## config.mk

```make
export PLATFORM = sky130hd
export DESIGN_NAME = request_arbiter
export DESIGN_NICKNAME = d
export VERILOG_FILES = /design/src/rtl/cpu_types_pkg.sv /design/src/rtl/request_arbiter.sv
export SDC_FILE = /design/constraint.sdc
export NUM_CORES = 1
export LEC_CHECK = 0
export ABC_CLOCK_PERIOD_IN_PS = 2110
export BUFFER_PORTS_ARGS = -buffer_cell sky130_fd_sc_hd__buf_2
export CAP_MARGIN = 0
export CORE_MARGIN = 2
export CORE_UTILIZATION = 30
export CTS_CLUSTER_DIAMETER = 150
export DETAILED_ROUTE_END_ITERATION = 10
export GPL_TIMING_DRIVEN = 0
export SLEW_MARGIN = 10
export SYNTH_ARGS = -nofsm -noshare
export SYNTH_HDL_FRONTEND = slang
export SYNTH_SLANG_ARGS = --single-unit
```

## constraint.sdc

```tcl
create_clock -name CLK -period 2.11 [get_ports CLK]
set_input_delay 0.3165 -clock CLK [delete_from_list [all_inputs] [get_ports CLK]]
set_output_delay 0.3165 -clock CLK [all_outputs]
set_load 0.02 [all_outputs]
```

## src/rtl/cpu_types_pkg.sv

```systemverilog
// ============================================================================
// Module      : cpu_types_pkg
// Description : RV32I control-unit opcode type shared across the core, plus
//               memory-operation classification helpers.
// Revision    : 1.0 - initial release
// ============================================================================
`default_nettype none

package cpu_types_pkg;

    localparam int c_WORD_W = 32;
    localparam int c_OP_W   = 6;

    typedef enum logic [c_OP_W-1:0] {
        CU_LUI,
        CU_AUIPC,
        CU_JAL,
        CU_JALR,
        CU_BEQ,
        CU_BNE,
        CU_BLT,
        CU_BGE,
        CU_BLTU,
        CU_BGEU,
        CU_LB,
        CU_LH,
        CU_LW,
        CU_LBU,
        CU_LHU,
        CU_SB,
        CU_SH,
        CU_SW,
        CU_ADDI,
        CU_SLTI,
        CU_SLTIU,
        CU_XORI,
        CU_ORI,
        CU_ANDI,
        CU_SLLI,
        CU_SRLI,
        CU_SRAI,
        CU_ADD,
        CU_SUB,
        CU_SLL,
        CU_SLT,
        CU_SLTU,
        CU_XOR,
        CU_SRL,
        CU_SRA,
        CU_OR,
        CU_AND,
        CU_ERROR
    } cuOPType;

    function automatic logic is_load(input cuOPType op);
        is_load = (op == CU_LB) || (op == CU_LH) || (op == CU_LW) ||
                  (op == CU_LBU) || (op == CU_LHU);
    endfunction

    function automatic logic is_store(input cuOPType op);
        is_store = (op == CU_SB) || (op == CU_SH) || (op == CU_SW);
    endfunction

endpackage

`default_nettype wire

```

## src/rtl/request_arbiter.sv

```systemverilog
// ============================================================================
// Module      : request_arbiter
// Description : Single-port RAM arbiter alternating instruction fetches with
//               the one data access that follows each load/store instruction.
// Revision    : 1.0 - initial release
// ============================================================================
`default_nettype none

module request_arbiter
    import cpu_types_pkg::*;
(
    input  logic                CLK,
    input  logic                nRST,
    input  logic                busy_o,
    input  logic [c_WORD_W-1:0] imemaddr,
    input  logic [c_WORD_W-1:0] dmmaddr,
    input  logic [c_WORD_W-1:0] dmmstore,
    input  logic [c_WORD_W-1:0] ramload,
    input  cuOPType             cuOP,
    output logic                Ren,
    output logic                Wen,
    output logic [c_WORD_W-1:0] imemload,
    output logic [c_WORD_W-1:0] dmmload,
    output logic [c_WORD_W-1:0] ramaddr,
    output logic [c_WORD_W-1:0] ramstore
);

    typedef enum logic [1:0] {
        IDLE  = 2'd0,
        FETCH = 2'd1,
        DATA  = 2'd2
    } req_state_t;

    req_state_t          r_state;
    logic                r_is_store;
    logic [c_WORD_W-1:0] r_imemload;
    logic [c_WORD_W-1:0] r_dmmload;

    always_ff @(posedge CLK or negedge nRST) begin
        if (!nRST) begin
            r_state    <= IDLE;
            r_is_store <= 1'b0;
            r_imemload <= '0;
            r_dmmload  <= '0;
        end else begin
            case (r_state)
                IDLE: begin
                    r_state <= FETCH;
                end
                FETCH: begin
                    if (!busy_o) begin
                        r_imemload <= ramload;
                        // The op class is frozen here so the data access is
                        // immune to cuOP moving on while it is in flight.
                        if (is_load(cuOP)) begin
                            r_is_store <= 1'b0;
                            r_state    <= DATA;
                        end else if (is_store(cuOP)) begin
                            r_is_store <= 1'b1;
                            r_state    <= DATA;
                        end
                    end
                end
                DATA: begin
                    if (!busy_o) begin
                        if (!r_is_store) begin
                            r_dmmload <= ramload;
                        end
                        r_state <= FETCH;
                    end
                end
                default: begin
                    r_state <= IDLE;
                end
            endcase
        end
    end

    always_comb begin
        Ren      = 1'b0;
        Wen      = 1'b0;
        ramaddr  = '0;
        ramstore = '0;
        case (r_state)
            FETCH: begin
                Ren     = 1'b1;
                ramaddr = imemaddr;
            end
            DATA: begin
                ramaddr = dmmaddr;
                if (r_is_store) begin
                    Wen      = 1'b1;
                    ramstore = dmmstore;
                end else begin
                    Ren = 1'b1;
                end
            end
            default: begin
                Ren = 1'b0;
            end
        endcase
    end

    assign imemload = r_imemload;
    assign dmmload  = r_dmmload;

endmodule

`default_nettype wire

```

==> results of run 1 <==
-- final cells by class --
cell class                      count  area [um2]
Multi-Input combinational cell    191        1650
Clock buffer                       10         239
Buffer                             25         181
Inverter                            3        11.3
Tap cell                          140         175
Clock inverter                      6        93.8
Fill cell                        1046        5520
Timing Repair Buffer              269        1390
Sequential cell                    67        1680
-- cells in the mapped netlist, types with 2 or more instances --
cell       count  area, um2
a22oi_1       32        240
and3_1        32        200
buf_2          3       15.0
buf_4          3       22.5
clkbuf_1      18       67.6
dfrtp_1       67       1680
ha_1           5       62.6
inv_1          3       11.3
mux2_1        64        721
nand2_1        2       7.51
nor2_1         4       15.0
nor2b_1       34        213
o2111ai_1      2       17.5
o21a_1         2       15.0
or3_1          2       12.5
-- metal layers --
| metal | share of wire | up-vias |
|---|---|---|
| met5 | 0 | - |
| met4 | 0.022 | 0 |
| met2 | 0.53 | 147 |
| met1 | 0.39 | 1618 |
| li1 | - | 1594 |
| met3 | 0.065 | 19 |
-- worst max-delay path, delay by kind of cell, from the launching register on --
family | cells | cell delay [ps]
fa+ha+maj | 1 | 170
flops | 1 | 450
simple gates | 1 | 190
buf+inv | 4 | 600
-- flip-flops by register name, summed over array words and instances (netlist names) --
register	cells
imemload	32
r_is_store	1
r_state	2
dmmload	32
-- metrics by stage --
step	setup TNS (ps)	util	hold slack (ps)
after floorplan	0	-	20.9
after global placement	-7030	0.449	464
after detailed placement	-12630	0.451	288
after CTS	0	0.490	209
after global routing	-58.0	0.496	219
final	0	0.496	217
-- timing repair --
action	4_1_cts	5_1_grt
setup buffers	1	0
hold buffers	1	0
setup endpoints to repair	96	53
pin swaps	0	1
resized for setup	31	26
endpoints found under the hold margin	31	0
-- report_power, final --
group	internal, uW	switching [uW]
clock	1080	559
sequential	1940	321
combinational	1850	2670
total	4880	3550
-- cell families (layout without fill, tap and decap cells) --
| group | after synthesis | in the layout |
|---|---|---|
| AOI/OAI and AO/OA | 43 | 43 |
| adders and majority gates | 5 | 5 |
| buffers and inverters | 28 | 313 |
| DFF | 67 | 67 |
| muxes | 64 | 64 |
| and+or+nand+nor | 79 | 79 |
-- how the worst max path moves through the flow --
stage	start	end	slack (ps)
5_1_grt	r_state[0]	ramaddr[0]	-20
4_1_cts	r_state[0]	ramaddr[25]	5
3_3_place_gp	r_state[0]	ramaddr[25]	-230
3_5_place_dp	r_state[0]	ramaddr[29]	-320
2_1_floorplan	r_state[0]	ramaddr[25]	100
6_report	r_state[0]	ramstore[2]	70
==> impl_metrics.py, run 1 <==
metrics = {
    "min_path": {
        "min_delay_path_depth": 2,
        "hold_path_class": "in -> reg",
        "worstHoldStart": "ramload[19]",
        "hold_end": "imemload[19]",
    },
    "yosys": {
        "yosys.area_share.simple": 0.143,
        "syn_area_um2": 3400,
        "synthXorXnorAreaFrac": 0,
        "mappedNetlistNets": 428,
        "ys_ff_latch": 67,
        "synth_top_family_by_area": "multiplexers",
        "ys_warn_count": 0,
        "synth_ff_type": "dfrtp_1",
        "syn_avg_cell_area_um2": 11.9,
        "synthAdderAreaFrac": 0.0184,
        "yosysSeqAreaShare": 0.492,
        "synth_edf_count": 0,
        "synth_compound_area_frac": 0.0992,
        "ys_types": 28,
        "async_flop_share": 1.00,
        "synthCells": 286,
        "synthMuxAreaShare": 0.212,
    },
    "global_route": {
        "grtUsageMet3": 0.0505,
        "met1_usage": 0.211,
        "gr-total-overflow": 0,
        "track_usage": 0.186,
        "busiest_layer": "met2",
        "antenna_found_initial": 0,
        "grt_pass1_vias": 3535,
        "grt_first_pass_wirelength_mm": 18.4,
        "grt_start_max_net_pins": 37,
        "grtUsageMet2": 0.341,
    },
    "place": {
        "placed_area_um2": 4930,
        "port-buffer-count": 266,
        "post-place-ws_ps": -325,
        "dp.cells": 693,
        "routabilityCongestion": 0.947,
        "hpwl_mm": 9.28,
    },
    "pwr": {
        "total_power_uw": 8430,
        "peakVddDrop_mv": 0.797,
        "leakage_uw": 0.00292,
        "powerDensity_nw_per_um2": 1550,
    },
    "final_layout": {
        "layout-drive-gt1-share": 0.557,
        "fin_nets": 708,
        "finalInstanceArea_um2": 5420,
        "final_common_cell": "buf_2",
        "area_growth_pct": 59.2,
        "final_cell_count_no_fill": 711,
        "layout_common_cells": "265 x buf_2, 66 x dfrtp_1, 64 x mux2_1",
        "num_antenna_cells": 0,
    },
    "sta": {
        "slew_violations": 0,
        "max_freq_ghz": 0.490,
        "finClkSkew_ps": 5.77,
        "setup_viol": 0,
        "tightest_slew_ps": 438,
        "rsz0062_at_grt": "yes",
        "post-route-min-period_ps": 2040,
        "layout_setup_ws_ps": 70.9,
        "relSlewSlack": 0.708,
        "fin_crit_sh": 0.966,
        "hold_viol_final": 0,
    },
    "clock_network": {
        "cts_buffers": 9,
        "cts_tree": "built",
        "clk_latency_ps": 320,
        "clock_path_buffers": 2,
        "clock_sinks": 67,
        "clockRootBuffer": "clkbuf_16",
        "cts.clk_slew.worst_paths_ps": 60,
        "ctsHtreeMaxLevel": 3,
    },
    "setup_path": {
        "crit_fanout": 10,
        "cp-start-kind": "register",
        "crit_type": "reg -> out",
        "worstPathCellList": "inv_2, ha_4, buf_8, clkbuf_4, and3_1, buf_2",
        "cp_slowest_cell": "dfrtp_2",
        "cp-end-kind": "output port",
        "r2r_start": "r_state[0]",
        "cp_data_required_time_ps": 1790,
        "worstRegToRegCells": 7,
        "r2r_end": "dmmload[1]",
        "reg2reg_slack_ps": 160,
        "arrival_ps": 1720,
        "cp_slowest_stage_delay_ps": 450,
    },
    "floorplanning": {
        "fp-row-count": 38,
        "die_h_um": 111,
        "start_util": 0.311,
        "ios": 267,
        "die_area_um2": 12200,
        "core-area_um2": 10900,
        "die_w_um": 111,
    },
    "detailed_routing": {
        "viasPerCell": 4.75,
        "wl_mm": 11.5,
        "first_pass_iters": 4,
        "antenna_left": 0,
        "post_drt_wl_per_cell_um": 16.2,
        "drt-initial-drc-count": 132,
        "vias": 3378,
        "post-route-drc-count": 0,
    },
    "run": {
        "max_cap_violations": 0,
    },
    "outcome": {
        "status": "finished, final reports clean",
    },
}
Power figures use the tool's default switching activity.
==> run 2: changes to the inputs <==
--- a/config.mk
+++ b/config.mk
@@ -8,6 +8,7 @@
 export ABC_CLOCK_PERIOD_IN_PS = 2110
 export BUFFER_PORTS_ARGS = -buffer_cell sky130_fd_sc_hd__buf_2
 export CAP_MARGIN = 0
+export CORE_ASPECT_RATIO = 0.8
 export CORE_MARGIN = 2
 export CORE_UTILIZATION = 30
 export CTS_CLUSTER_DIAMETER = 150
==> run 2 against run 1 <==
Sequential share of layout area shrank 0.59 points. Non-clock buffer count grew 4. Hold slack lost 130 ps. Critical path depth grew 1. Die area is essentially flat. Critical endpoint is now ramaddr[25]. Highest routed layer unchanged.
==> impl_metrics.py, run 2 (same netlist as run 1, synthesis figures left out) <==
metrics = {
    "sta": {
        "relSlewSlack": 0.448,
        "setup_tns_ps": 0,
        "slew_violations": 0,
        "hold_viol_final": 0,
        "finClkSkew_ps": 4.22,
        "max_freq_ghz": 0.474,
        "fin_crit_sh": 0.999,
        "tightest_slew_ps": 829,
        "setup_viol": 0,
        "post-route-min-period_ps": 2110,
        "layout_setup_ws_ps": 1.27,
        "rsz0062_at_grt": "yes",
    },
    "pwr": {
        "powerDensity_nw_per_um2": 1550,
        "clockPowerShare": 0.170,
        "p_switching_uw": 3590,
        "total_power_uw": 8560,
        "switching_share": 0.419,
        "p_comb_frac": 0.564,
        "leakage_uw": 0.00294,
        "peakVddDrop_mv": 0.684,
        "seqPwrFrac": 0.266,
        "power.internal_uw": 4980,
    },
    "place": {
        "dp.cells": 696,
        "post-place-ws_ps": -318,
        "routabilityCongestion": 0.836,
        "port-buffer-count": 266,
        "hpwl_mm": 9.09,
    },
    "global_route": {
        "busiest_layer": "met2",
        "antenna_found_initial": 0,
        "grt_pass1_vias": 3358,
        "track_usage": 0.179,
        "grt_first_pass_wirelength_mm": 17.0,
        "grtUsageMet3": 0.0378,
        "met1_usage": 0.224,
        "gr-total-overflow": 0,
        "grtUsageMet2": 0.308,
        "grt_start_max_net_pins": 68,
    },
    "final_layout": {
        "fin_nets": 712,
        "area_growth_pct": 62.4,
        "layout-drive-gt1-share": 0.580,
        "layout_common_cells": "254 x buf_2, 65 x dfrtp_1, 64 x mux2_1",
        "final_core_util": 0.504,
        "final_cell_count_no_fill": 718,
        "num_antenna_cells": 0,
        "final_common_cell": "buf_2",
        "fill_cells": 1037,
    },
    "min_path": {
        "hold_path_class": "in -> async",
    },
    "detailed_routing": {
        "viasPerCell": 4.74,
        "wl_mm": 11.5,
        "first_pass_iters": 4,
        "post-route-drc-count": 0,
        "vias": 3403,
        "post_drt_wl_per_cell_um": 16.0,
        "antenna_left": 0,
        "drt-initial-drc-count": 156,
    },
    "clock_network": {
        "cts_hold_buf": 0,
        "clockRootBuffer": "clkbuf_16",
        "clock_path_buffers": 2,
        "cts_buffers": 9,
        "clock_sinks": 67,
        "ctsHtreeMaxLevel": 3,
        "cts.clk_slew.worst_paths_ps": 50,
        "cts_tree": "built",
        "clk_latency_ps": 320,
    },
    "setup_path": {
        "crit_type": "reg -> out",
        "cp_data_required_time_ps": 1790,
        "cp-end-kind": "output port",
        "arrival_ps": 1790,
        "r2r_start": "r_state[0]",
        "cp-start-kind": "register",
        "cp-startpoint": "r_state[1]",
        "crit_fanout": 8,
    },
    "floorplanning": {
        "fp-row-count": 34,
        "die_area_um2": 12200,
        "ios": 267,
        "start_util": 0.310,
        "die_w_um": 123,
        "core-area_um2": 11000,
        "die_h_um": 99.3,
    },
    "outcome": {
        "status": "finished, final reports clean",
    },
    "run": {
        "max_cap_violations": 0,
    },
}
[run 2: changes by cell type in the layout (fill, tap and decap cells not counted), moves of 4 or more]
cell and delta:
buf_4 +9, a22oi_1 -4, buf_2 -11, buf_8 +5, a22oi_2 +4
[run 2: path summary, 6_finish.rpt]
| kind | to | slack, ps | cells past startpoint |
|---|---|---|---|
| max in group asynchronous | r_state[1] | 1410 | 1 |
| hold reg to reg | dmmload[5] | 480 | 1 |
| setup reg to reg | dmmload[16] | 160 | 7 |
| setup / recovery | ramaddr[25] | 1 | 7 |
| hold / removal | imemload[9] | 90 | 1 |
| min in group CLK | imemload[2] | 220 | 2 |
[run 2: timing repair]
| action | 4_1_cts | 5_1_grt |
|---|---|---|
| buffers inserted | 0 | 6 |
| resized for setup | 41 | 46 |
| cloned | 0 | 1 |
| setup endpoints to repair | 96 | 67 |
| pin swaps | 0 | 1 |
[run 2: cell type report]
| class | count | area (um2) | share of cell area |
|---|---|---|---|
| plain buffers | 25 | 204 | 0.0369 |
| clock buffers | 13 | 260 | 0.0471 |
| clock inverters | 2 | 35.0 | 0.00634 |
| inverters | 3 | 11.3 | 0.00204 |
| multi-input cells | 191 | 1700 | 0.308 |
| flip-flops and latches | 67 | 1680 | 0.304 |
| well taps | 144 | 180 | 0.0326 |
| repair buffers | 273 | 1460 | 0.263 |
[run 2: metrics by stage]
step	hold WS [ps]	instance area, um2
finish	88.1	5530
global route	162	5530
CTS	126	5320
detailed placement	469	4920
global placement	461	4920
floorplan	20.9	3400
[run 2: power groups by stage]
stage | Clock (uW) | Sequential, uW | Combinational, uW
finish | 1460 | 2280 | 4830
global placement | 0 | 2250 | 4260
CTS | 1500 | 2280 | 4540
floorplan | 0 | 3060 | 1960
global route | 1560 | 2360 | 5180
detailed placement | 0 | 2290 | 4340
[run 2: routing by layer]
metal	routed length [um]	part of all wire
met1	4630	0.40
met2	6050	0.53
met3	677	0.059
met4	163	0.014
met5	0	0
[run 2: worst max-delay path, stage by stage (launching register included)]
cell     delay (ps)
dfrtp_2         440
buf_6           130
ha_4            180
buf_8           130
buf_8           130
a22oi_2         220
nor2b_1          70
buf_4           160
==> run 3: changes to the inputs <==
--- a/config.mk
+++ b/config.mk
@@ -10,7 +10,7 @@
 export CAP_MARGIN = 0
 export CORE_ASPECT_RATIO = 0.8
 export CORE_MARGIN = 2
-export CORE_UTILIZATION = 30
+export CORE_UTILIZATION = 25
 export CTS_CLUSTER_DIAMETER = 150
 export DETAILED_ROUTE_END_ITERATION = 10
 export GPL_TIMING_DRIVEN = 0
==> run 3 against run 2 <==
Power grew 0.25%. Sequential cell count is the same. First-iteration DRC count is the same. Clock power is essentially flat. Via count grew 0.94%. Design area grew 1.8%. Clock-buffer cell count shrank 1. Critical path type unchanged. Routed wire length shrank 0.68%. Register-to-register slack is essentially flat. Largest cell class unchanged.
==> impl_metrics.py, run 3 (same netlist as run 1, synthesis figures left out) <==
metrics = {
    "floorplanning": {
        "die_w_um": 134,
        "start_util": 0.254,
        "die_h_um": 108,
        "die_area_um2": 14600,
        "fp-row-count": 38,
        "ios": 267,
        "core-area_um2": 13400,
    },
    "final_layout": {
        "finalInstanceArea_um2": 5630,
        "layout_common_cells": "254 x buf_2, 65 x dfrtp_1, 64 x mux2_1",
        "area_growth_pct": 65.4,
        "fill_cells": 1364,
        "final_common_cell": "buf_2",
        "num_antenna_cells": 0,
        "layout-drive-gt1-share": 0.575,
        "final_core_util": 0.420,
        "fin_nets": 714,
    },
    "setup_path": {
        "cp_top_family": "buffers and inverters",
        "worstPathCellList": "buf_4, ha_4, buf_8, buf_8, a22oi_2, nor2b_1, buf_2",
        "cpMostUsedCell": "buf_8",
        "arrival_ps": 1760,
        "cp_slowest_stage_delay_ps": 430,
        "path_buf_inv": 4,
        "cp-end-kind": "output port",
        "cp_slowest_cell": "dfrtp_2",
        "crit_fanout": 6,
        "cp-start-kind": "register",
        "cp_data_required_time_ps": 1790,
        "crit_type": "reg -> out",
    },
    "sta": {
        "post-route-min-period_ps": 2080,
        "tightest_slew_ps": 456,
        "fin_crit_sh": 0.984,
        "finClkSkew_ps": 8.53,
        "setup_tns_ps": 0,
        "relSlewSlack": 0.696,
        "rsz0062_at_grt": "yes",
        "slew_violations": 0,
        "layout_setup_ws_ps": 33.2,
        "setup_viol": 0,
        "max_freq_ghz": 0.482,
        "hold_viol_final": 0,
    },
    "detailed_routing": {
        "antenna_left": 0,
        "wl_mm": 11.4,
        "post_drt_wl_per_cell_um": 15.1,
        "viasPerCell": 4.54,
        "vias": 3435,
        "drt-initial-drc-count": 156,
        "first_pass_iters": 4,
        "post-route-drc-count": 0,
    },
    "place": {
        "placed_area_um2": 4980,
        "port-buffer-count": 266,
        "hpwl_mm": 8.71,
        "post-place-ws_ps": -225,
        "routabilityCongestion": 0.702,
    },
    "global_route": {
        "antenna_found_initial": 0,
        "gr-total-overflow": 0,
        "grt_start_max_net_pins": 41,
        "track_usage": 0.145,
        "grt_first_pass_wirelength_mm": 16.5,
        "grt_pass1_vias": 3264,
    },
    "clock_network": {
        "clock_path_buffers": 2,
        "ctsHtreeMaxLevel": 3,
        "cts.clk_slew.worst_paths_ps": 60,
        "cts_tree": "built",
        "clockRootBuffer": "clkbuf_16",
        "cts_buffers": 9,
        "clock_sinks": 67,
        "clk_latency_ps": 330,
    },
    "run": {
        "max_cap_violations": 0,
    },
    "outcome": {
        "status": "finished, final reports clean",
    },
    "min_path": {
        "hold_path_class": "in -> reg",
    },
    "pwr": {
        "peakVddDrop_mv": 0.779,
        "powerDensity_nw_per_um2": 1520,
        "leakage_uw": 0.00295,
    },
}
## run 3: changes by cell type in the layout (fill, tap and decap cells not counted), moves of 3 or more
cell	delta
clkbuf_2	-3
and3_1	+3
buf_8	-3
and3_4	-3
clkbuf_4	+5
## run 3: layout make-up
class | instances | area [um2] | area share
clock inverters | 4 | 50.0 | 0.00889
plain buffers | 25 | 218 | 0.0387
well taps | 180 | 225 | 0.0400
repair buffers | 275 | 1490 | 0.265
inverters | 3 | 13.8 | 0.00244
flip-flops and latches | 67 | 1680 | 0.298
clock buffers | 12 | 246 | 0.0438
multi-input cells | 191 | 1710 | 0.303
## run 3: what timing repair did
item                                    in CTS  in global routing
pin swaps                                    0                  1
hold buffers                                 1                  0
gates resized for setup                     45                 45
gates cloned                                 0                  2
hold endpoints to repair                    27                  0
endpoints found under the setup margin     100                 94
setup buffers                                2                  3
## run 3: report_power, final
part           leakage [uW]  switching (uW)  internal (uW)
sequential         0.000795             341           1950
combinational       0.00202            2760           2070
clock              0.000139             522            944
total               0.00295            3630           4960
## run 3: metal layers
metal  up-vias  global-route usage  share of wire
met1      1679               0.174           0.41
met4         0              0.0444         0.0097
li1       1608                   -              -
met5         -                   0              0
met2       136               0.245           0.50
met3        12              0.0525          0.074
## run 3: worst register-to-register path: stages, from the launching register on
cell and delay [ps]:
dfrtp_2 470, ha_4 190, nand2b_1 60, clkbuf_1 370, clkbuf_4 380, mux2_1 360
## run 3: worst paths after layout
path	slack (ps)	cells after the start	to	startpoint
max	30	7	ramaddr[30]	r_state[1]
min	220	2	imemload[16]	ramload[16]
max reg2reg	160	5	imemload[23]	r_state[0]
min reg2reg	480	1	dmmload[3]	dmmload[3]
max in group asynchronous	1110	3	r_state[0]	nRST
min in group asynchronous	450	2	dmmload[8]	nRST
## run 3: stage by stage
step | instances | total power, uW | hold WS, ps
after detailed placement | 733 | 6600 | 264
final | 757 | 8590 | 216
after global routing | 757 | 9170 | 205
after floorplan | 286 | 5020 | 20.9
after CTS | 752 | 8360 | 200
after global placement | 732 | 6470 | 462
